`src/rtl/add_share_arbiter.sv`:
```
// add_share_arbiter: shares one registered adder (1-cycle latency) between
// NUM_REQ requesters. Round-robin grant, one operation in flight at a time.
// The sum comes back with the owner id on a valid/ready response channel.
// Optional build macro ADD_SHARE_ARB_CHECK_EN adds a reference sum that is
// compared with the adder result; a difference sets the sticky chk_err flag.
module add_share_arbiter #(
   parameter int NUM_REQ = 4,
   parameter int DATA_W  = 4,
   parameter int ID_W    = 2
) (
   input  logic                        clk,
   input  logic                        rst,
   input  logic [NUM_REQ-1:0]          req_valid,
   output logic [NUM_REQ-1:0]          req_ready,
   input  logic [NUM_REQ*DATA_W-1:0]   req_ip1,
   input  logic [NUM_REQ*DATA_W-1:0]   req_ip2,
   output logic [DATA_W-1:0]           add_ip1,
   output logic [DATA_W-1:0]           add_ip2,
   input  logic [DATA_W:0]             add_op,
   output logic                        rsp_valid,
   input  logic                        rsp_ready,
   output logic [ID_W-1:0]             rsp_id,
   output logic [DATA_W:0]             rsp_sum,
   output logic                        busy,
   output logic                        chk_err
);

   typedef enum logic [1:0] {IDLE, ISSUE, WAIT, RESP} state_t;

   state_t              state, state_nxt;
   logic [ID_W-1:0]     rr_ptr;
   logic [ID_W-1:0]     owner_p0;
   logic [ID_W-1:0]     grant;
   logic [ID_W-1:0]     scan_idx;
   logic                any_vld;
   logic                accept;
   logic [DATA_W-1:0]   sel_a;
   logic [DATA_W-1:0]   sel_b;

   // Full-width sum of two operands; the carry bit is kept, never truncated.
   function automatic logic [DATA_W:0] full_add(input logic [DATA_W-1:0] a,
                                                input logic [DATA_W-1:0] b);
      return {1'b0, a} + {1'b0, b};
   endfunction

   // Round-robin search: first valid requester at or after rr_ptr, wrapping.
   always_comb begin
      grant    = rr_ptr;
      any_vld  = 1'b0;
      scan_idx = '0;
      for (int k = 0; k < NUM_REQ; k++) begin
         scan_idx = ID_W'((int'(rr_ptr) + k) % NUM_REQ);
         if (!any_vld && req_valid[scan_idx]) begin
            grant   = scan_idx;
            any_vld = 1'b1;
         end
      end
   end

   // Operand mux for the granted requester.
   always_comb begin
      sel_a = '0;
      sel_b = '0;
      for (int i = 0; i < NUM_REQ; i++) begin
         if (grant == ID_W'(i)) begin
            sel_a = req_ip1[i*DATA_W +: DATA_W];
            sel_b = req_ip2[i*DATA_W +: DATA_W];
         end
      end
   end

   // State register.
   always_ff @(posedge clk or posedge rst) begin
      if (rst) state <= IDLE;
      else     state <= state_nxt;
   end

   // Next-state logic: one operation walks IDLE->ISSUE->WAIT->RESP->IDLE.
   always_comb begin
      state_nxt = state;
      case (state)
         IDLE:    if (any_vld)   state_nxt = ISSUE;
         ISSUE:                  state_nxt = WAIT;
         WAIT:                   state_nxt = RESP;
         RESP:    if (rsp_ready) state_nxt = IDLE;
         default:                state_nxt = IDLE;
      endcase
   end

   // Output decode: ready only toward the granted requester while idle.
   always_comb begin
      accept    = (state == IDLE) && any_vld && !rst;
      busy      = (state != IDLE);
      req_ready = '0;
      for (int i = 0; i < NUM_REQ; i++) begin
         req_ready[i] = accept && (grant == ID_W'(i));
      end
   end

   // Stage p0: latch operands and owner on accept; they hold until the next accept.
   always_ff @(posedge clk or posedge rst) begin
      if (rst) begin
         add_ip1  <= '0;
         add_ip2  <= '0;
         owner_p0 <= '0;
      end else if (accept) begin
         add_ip1  <= sel_a;
         add_ip2  <= sel_b;
         owner_p0 <= grant;
      end
   end

   // Stage p1: capture the adder result in WAIT, hold it until the response is taken.
   always_ff @(posedge clk or posedge rst) begin
      if (rst) begin
         rsp_valid <= 1'b0;
         rsp_id    <= '0;
         rsp_sum   <= '0;
         rr_ptr    <= '0;
      end else if (state == WAIT) begin
         rsp_valid <= 1'b1;
         rsp_id    <= owner_p0;
         rsp_sum   <= add_op;
      end else if (state == RESP && rsp_ready) begin
         rsp_valid <= 1'b0;
         rr_ptr    <= (owner_p0 == ID_W'(NUM_REQ-1)) ? '0 : owner_p0 + 1'b1;
      end
   end

`ifdef ADD_SHARE_ARB_CHECK_EN
   logic [DATA_W:0] ref_sum_p0;

   // Reference sum taken from the same operands the adder will see; sticky error on disagreement.
   always_ff @(posedge clk or posedge rst) begin
      if (rst) begin
         ref_sum_p0 <= '0;
         chk_err    <= 1'b0;
      end else begin
         if (accept) ref_sum_p0 <= full_add(sel_a, sel_b);
         if (state == WAIT && add_op != ref_sum_p0) chk_err <= 1'b1;
      end
   end
`else
   logic [DATA_W:0] unused_ref;
   assign unused_ref = full_add(add_ip1, add_ip2);
   assign chk_err    = 1'b0;
`endif

endmodule

```
`config.mk`:
```
export PLATFORM = sky130hd
export DESIGN_NAME = add_share_arbiter
export DESIGN_NICKNAME = d
export VERILOG_FILES = /design/src/rtl/add_share_arbiter.sv
export SDC_FILE = /design/constraint.sdc
export NUM_CORES = 1
export LEC_CHECK = 0
export ABC_AREA = 1
export CAP_MARGIN = 20
export CORE_MARGIN = 4
export CORE_UTILIZATION = 42
export CTS_CLUSTER_DIAMETER = 30
export DETAILED_ROUTE_END_ITERATION = 8
export PLACE_DENSITY = 0.77
export SLEW_MARGIN = 20
export SYNTH_ARGS = -nofsm -noshare
export SYNTH_HDL_FRONTEND = slang
export SYNTH_SLANG_ARGS = --single-unit
```
`constraint.sdc`:
```
create_clock -name clk -period 2.55 [get_ports clk]
set_input_delay 0.255 -clock clk [delete_from_list [all_inputs] [get_ports clk]]
set_output_delay 0.255 -clock clk [all_outputs]
set_load 0.005 [all_outputs]
```
# ---- After elaboration in Yosys (flattened, before gate mapping)
# Cells that the tools add are included.
dict set report op_classes {
  n_mux 29
  magnitude_cmp 4
  reduce_logical 20
  n_addsub 4
  eq_ne 9
  bitwise_logic 1
}
# op count
set ops {}
lappend ops {{$mux W4} 8}
lappend ops {{$lt A2 B3 Y1 const B} 4}
lappend ops {{$mux W2} 6}
lappend ops {{$eq A2 B2 Y1 const B} 5}
lappend ops {{$logic_and A1 B1 Y1} 10}
lappend ops {{$mux W1} 10}
lappend ops {{$bmux W1 S2} 4}
lappend ops {{$pmux W2 S4} 1}
lappend ops {{$add A2 B1 Y2 const B} 2}
lappend ops {{$add A2 B2 Y2 const B} 2}
lappend ops {{$eq A2 B1 Y1 const B} 2}
lappend ops {{$logic_not A1 Y1} 4}
lappend ops {{$logic_not A2 Y1} 2}
lappend ops {{$ne A2 B2 Y1 const B} 2}
lappend ops {{$reduce_and A2 Y1} 2}
lappend ops {{$reduce_bool A2 Y1} 2}
lappend ops {{$not A1 Y1} 1}
dict set report totals {
  inputBits 44
  register_bits 22
  output_inout_bits 22
  elab_cells 75
}

# ---- Logic depth before layout (Yosys ltp)
dict set report logic_depth {
  word_depth 17
  depth_mapped 18
  depth_no_buf 17
}

# ---- Least setup slack after synthesis
# No wires, ideal clock.
dict set report synth_timing {
  kind {register to output}
  start {register rr_ptr[1]}
  end {output port req_ready[0]}
  path_buffers 2
  required_ns 2.295
  path_stages_with_launch 14
  path_slack_ns 0.627
  arrival_ns 1.668
  path_cell_list {dfrtp_1 > buf_2 > inv_4 > nand2_1 > nand2_1 > nand2_1 > nand2_2 > nand3_1 > nand2_1 > inv_2 > nand3_1 > nand2_2 > buf_6 > nor3_1}
}
dict set report synth_via {
  elab_chain_cells 15
}
# item line_no
set synth_rtl {}
lappend synth_rtl {{from (decl)} 31} ;# logic [ID_W-1:0] rr_ptr;
lappend synth_rtl {{from (signal assigned)} 126} ;# rr_ptr <= (owner_p0 == ID_W'(NUM_REQ-1)) ? '0 : owner_p0 + 1'b1;
lappend synth_rtl {{parallel branches: the longest is 14 deep, another holds $add A2 B1 Y2} n/a}
lappend synth_rtl {{$logic_and A1 B1 Y1 *} 96} ;# req_ready[i] = accept && (grant == ID_W'(i));
lappend synth_rtl {{to (decl)} 14} ;# output logic [NUM_REQ-1:0] req_ready,
# Mark *: on every way between the ends. The select of a mux whose other input is x is not followed.

# ---- Final worst setup path
dict set report layout_timing {
  start {register rr_ptr[0]}
  end {output port req_ready[3]}
}
dict set report layout_via {
  elab_chain_cells 15
}
# item line_no
set layout_rtl {}
lappend layout_rtl {{parallel branches: the longest is 14 deep, another holds $add A2 B1 Y2} n/a}
lappend layout_rtl {{$logic_and A1 B1 Y1 *} 96}
# Marks and branches as above.

==> out/metrics.cfg <==
[status]
status = complete, no violations

[sta]
finalCritPeriodShare = 0.969
slew_headroom = 0.428
finClkSkew_ps = 3.54
fin_tns_setup_ps = 0
rsz0062_at_grt = yes
final_max_slew_viol_count = 0
post-route-min-period_ps = 2470
tightestPinTransition_ps = 857
setup_violations = 0
fmax_ghz = 0.405
hold_viol = 0

[detailed_routing]
via_count = 1869
via_per_inst = 4.76
first_pass_iters = 4
ant_nets = 0
drt_wl_total_um = 4760
route.detailed.drc = 0
drtIter0Drc = 60
avgRoutedWirePerCell_um = 12.1

[die]
io_pins = 66
fp.dieW_um = 71.7
core-area_um2 = 3800
fp.dieH_um = 71.7
start_util = 0.449
rows = 22
die-area_um2 = 5140

[layout]
drive_gt1_frac = 0.168
area_growth_pct = 55.4
final_cell_area_um2 = 2650
antenna_cells = 0
num-fill-cells = 322
final_nets = 395

[logic_synthesis]
yosysWarningCount = 0
synth_edf_count = 0
synth_area_um2 = 1710
syn_nets = 312
netlist_instances = 263
synth_cell_types = 31
yosysSeqAreaShare = 0.323
synth.avg_cell_area_um2 = 6.48
synthFlopType = dfrtp_1
yosysTopAreaCell = dfrtp_1
synth-seq-cells = 22
synthTopCellsByArea = dfrtp_1 (32%), nand2_1 (23%), nand3_1 (10%), inv_1 (7.3%), ha_1 (3.7%)
synth_top_area_frac = 0.323
synthArstFlopShare = 1.00

[global_routing]
grt_overflow = 0
grt.busiest_layer = met2
grt.met1_usage = 0.238
grt_pass1_vias = 1829
antenna_found_initial = 0
met2_usage = 0.322
grt_pass1_wl_um = 7940
grt_usage = 0.190
grt_max_degree = 23
met3_usage = 0.0393

[min_path]
min_path_type = register to register

[cts]
cts_sinks = 22
htree_levels = 1
clock_path_buffers = 2
clkSlewWorstSetupHoldPaths_ps = 90
insertion_delay_ps = 270
tritoncts = done
root_buffer = clkbuf_8
cts_hold_buf = 0
numCtsBuffers = 3

[critical_path]
worstPathArrival_ps = 2210
slowest_delay_ps = 460
path_max_fanout = 8
crit_chain = buf_6 > nand2_1 > nand2_1 > nand2_1 > nand2_2 > nor2_4 > buf_4 > nand2_4 > o21ai_4 > nor2_4 > inv_2 > nor2_2 > dlygate4sd2_1
setup.worst_path.class = register to primary output
path_buf_inv = 4
cp.required_ps = 2300
cp-end-kind = primary output
start_kind = register
cp_slowest_cell = dfrtp_2
crit_path_frequent_cell = nand2_1
critPathTopFamily = buffers and inverters

[placed_design]
globalplace.congestion = 0.804
dpl_cell_area_um2 = 2480
numPortBuffers = 64
dp_hpwl_um = 3760

[power_and_ir_drop]
p_leak_nw = 1.40
pwr_density_cell_nw_per_um2 = 1280
peakVddDrop_mv = 0.685

[flow_run]
maxCapViolCount = 0

[layout make-up]
type / count / area, um2 / area share
repair buffers: 87 / 816 / 0.308
multi-input cells: 193 / 997 / 0.376
well taps: 48 / 60.1 / 0.0227
clock inverters: 1 / 30.0 / 0.0113
inverters: 39 / 154 / 0.0581
flip-flops and latches: 22 / 552 / 0.208
clock buffers: 3 / 41.3 / 0.0156
[path summary, 6_finish.rpt]
path | startpoint | to | slack (ps) | cells after the start
worst max-delay path | rr_ptr[0] | req_ready[3] | 80 | 13
worst min-delay path | rsp_sum[0] | rsp_sum[0] | 480 | 2
worst max register to register | rr_ptr[0] | add_ip2[0] | 340 | 16
worst min register to register | rsp_sum[0] | rsp_sum[0] | 480 | 2
max in group asynchronous | rst | rr_ptr[0] | 1480 | 2
min in group asynchronous | rst | state[0] | 490 | 2
[routing by layer]
metal / share of wire / routed length (um)
met5: 0 / 0
met2: 0.50 / 2360
met3: 0.049 / 234
met1: 0.44 / 2110
met4: 0.010 / 49
[worst register-to-register path, cell delays in order, from the launching register on]
cell	delay, ps
dfrtp_2	460
buf_6	150
nand2_1	60
nand2_1	80
nand2_1	90
nand2_2	90
nor2_4	150
buf_4	150
nand2_4	50
o21ai_4	210
buf_4	150
buf_4	120
inv_2	90
o21ai_0	90
a21oi_1	60
nand2_1	60
nand2_1	50
[through the flow]
step | total power [mW] | instances | utilization | hold slack [ps] | setup WS (ps)
5_1_grt | 3.72 | 393 | 0.698 | 506 | -74.3
2_1_floorplan | 2.05 | 263 | - | 244 | 627
4_1_cts | 3.27 | 389 | 0.675 | 478 | -139
3_3_place_gp | 2.85 | 385 | 0.653 | 455 | 11.2
3_5_place_dp | 2.89 | 385 | 0.653 | 457 | 0.330
6_report | 3.39 | 393 | 0.698 | 476 | 80.2
[cell usage after synthesis, types with 3 or more instances]
library cell / n
nor2_1: 9
or2_1: 4
dfrtp_1: 22
o21ai_2: 4
inv_1: 33
buf_2: 3
nand4_1: 3
buf_6: 3
nand2_1: 105
o21ai_0: 8
inv_2: 4
nand3_1: 34
o21ai_1: 3
nand2_2: 4
ha_1: 5
[timing repair]
action                     CTS  global route
resized for setup            6            19
buffers inserted             0             4
pin swaps                    0             1
setup endpoints to repair    4             4
[flip-flops by register name (all words and copies together) (netlist names)]
signal	cells
rr_ptr	2
rsp_id	2
add_ip2	4
rsp_sum	5
owner_p0	2
state	2
add_ip1	4
rsp_valid	1
[cells by family after synthesis]
family / share of synthesized area
other: 0.00220
buffers and inverters: 0.127
adder cells (fa/ha/maj): 0.0367
AO/OA/AOI/OAI: 0.0748
AND/OR/NAND/NOR: 0.437
flip-flops: 0.323
[where the power goes]
part	internal, mW	leakage [nW]	switching, mW
registers	0.525	0.267	0.117
logic	1.07	1.10	1.35
clock network	0.210	0.0357	0.121
[placed cells by master (no fill, tap or decap), types with 5 or more instances in the layout]
cell,count
clkdlybuf4s50_1,60
buf_4,22
ha_1,5
nor2_1,8
o21ai_0,8
dfrtp_1,21
nand3_1,32
inv_1,32
nand2_2,6
nand2_1,101
(Power assumes the default switching activity.)
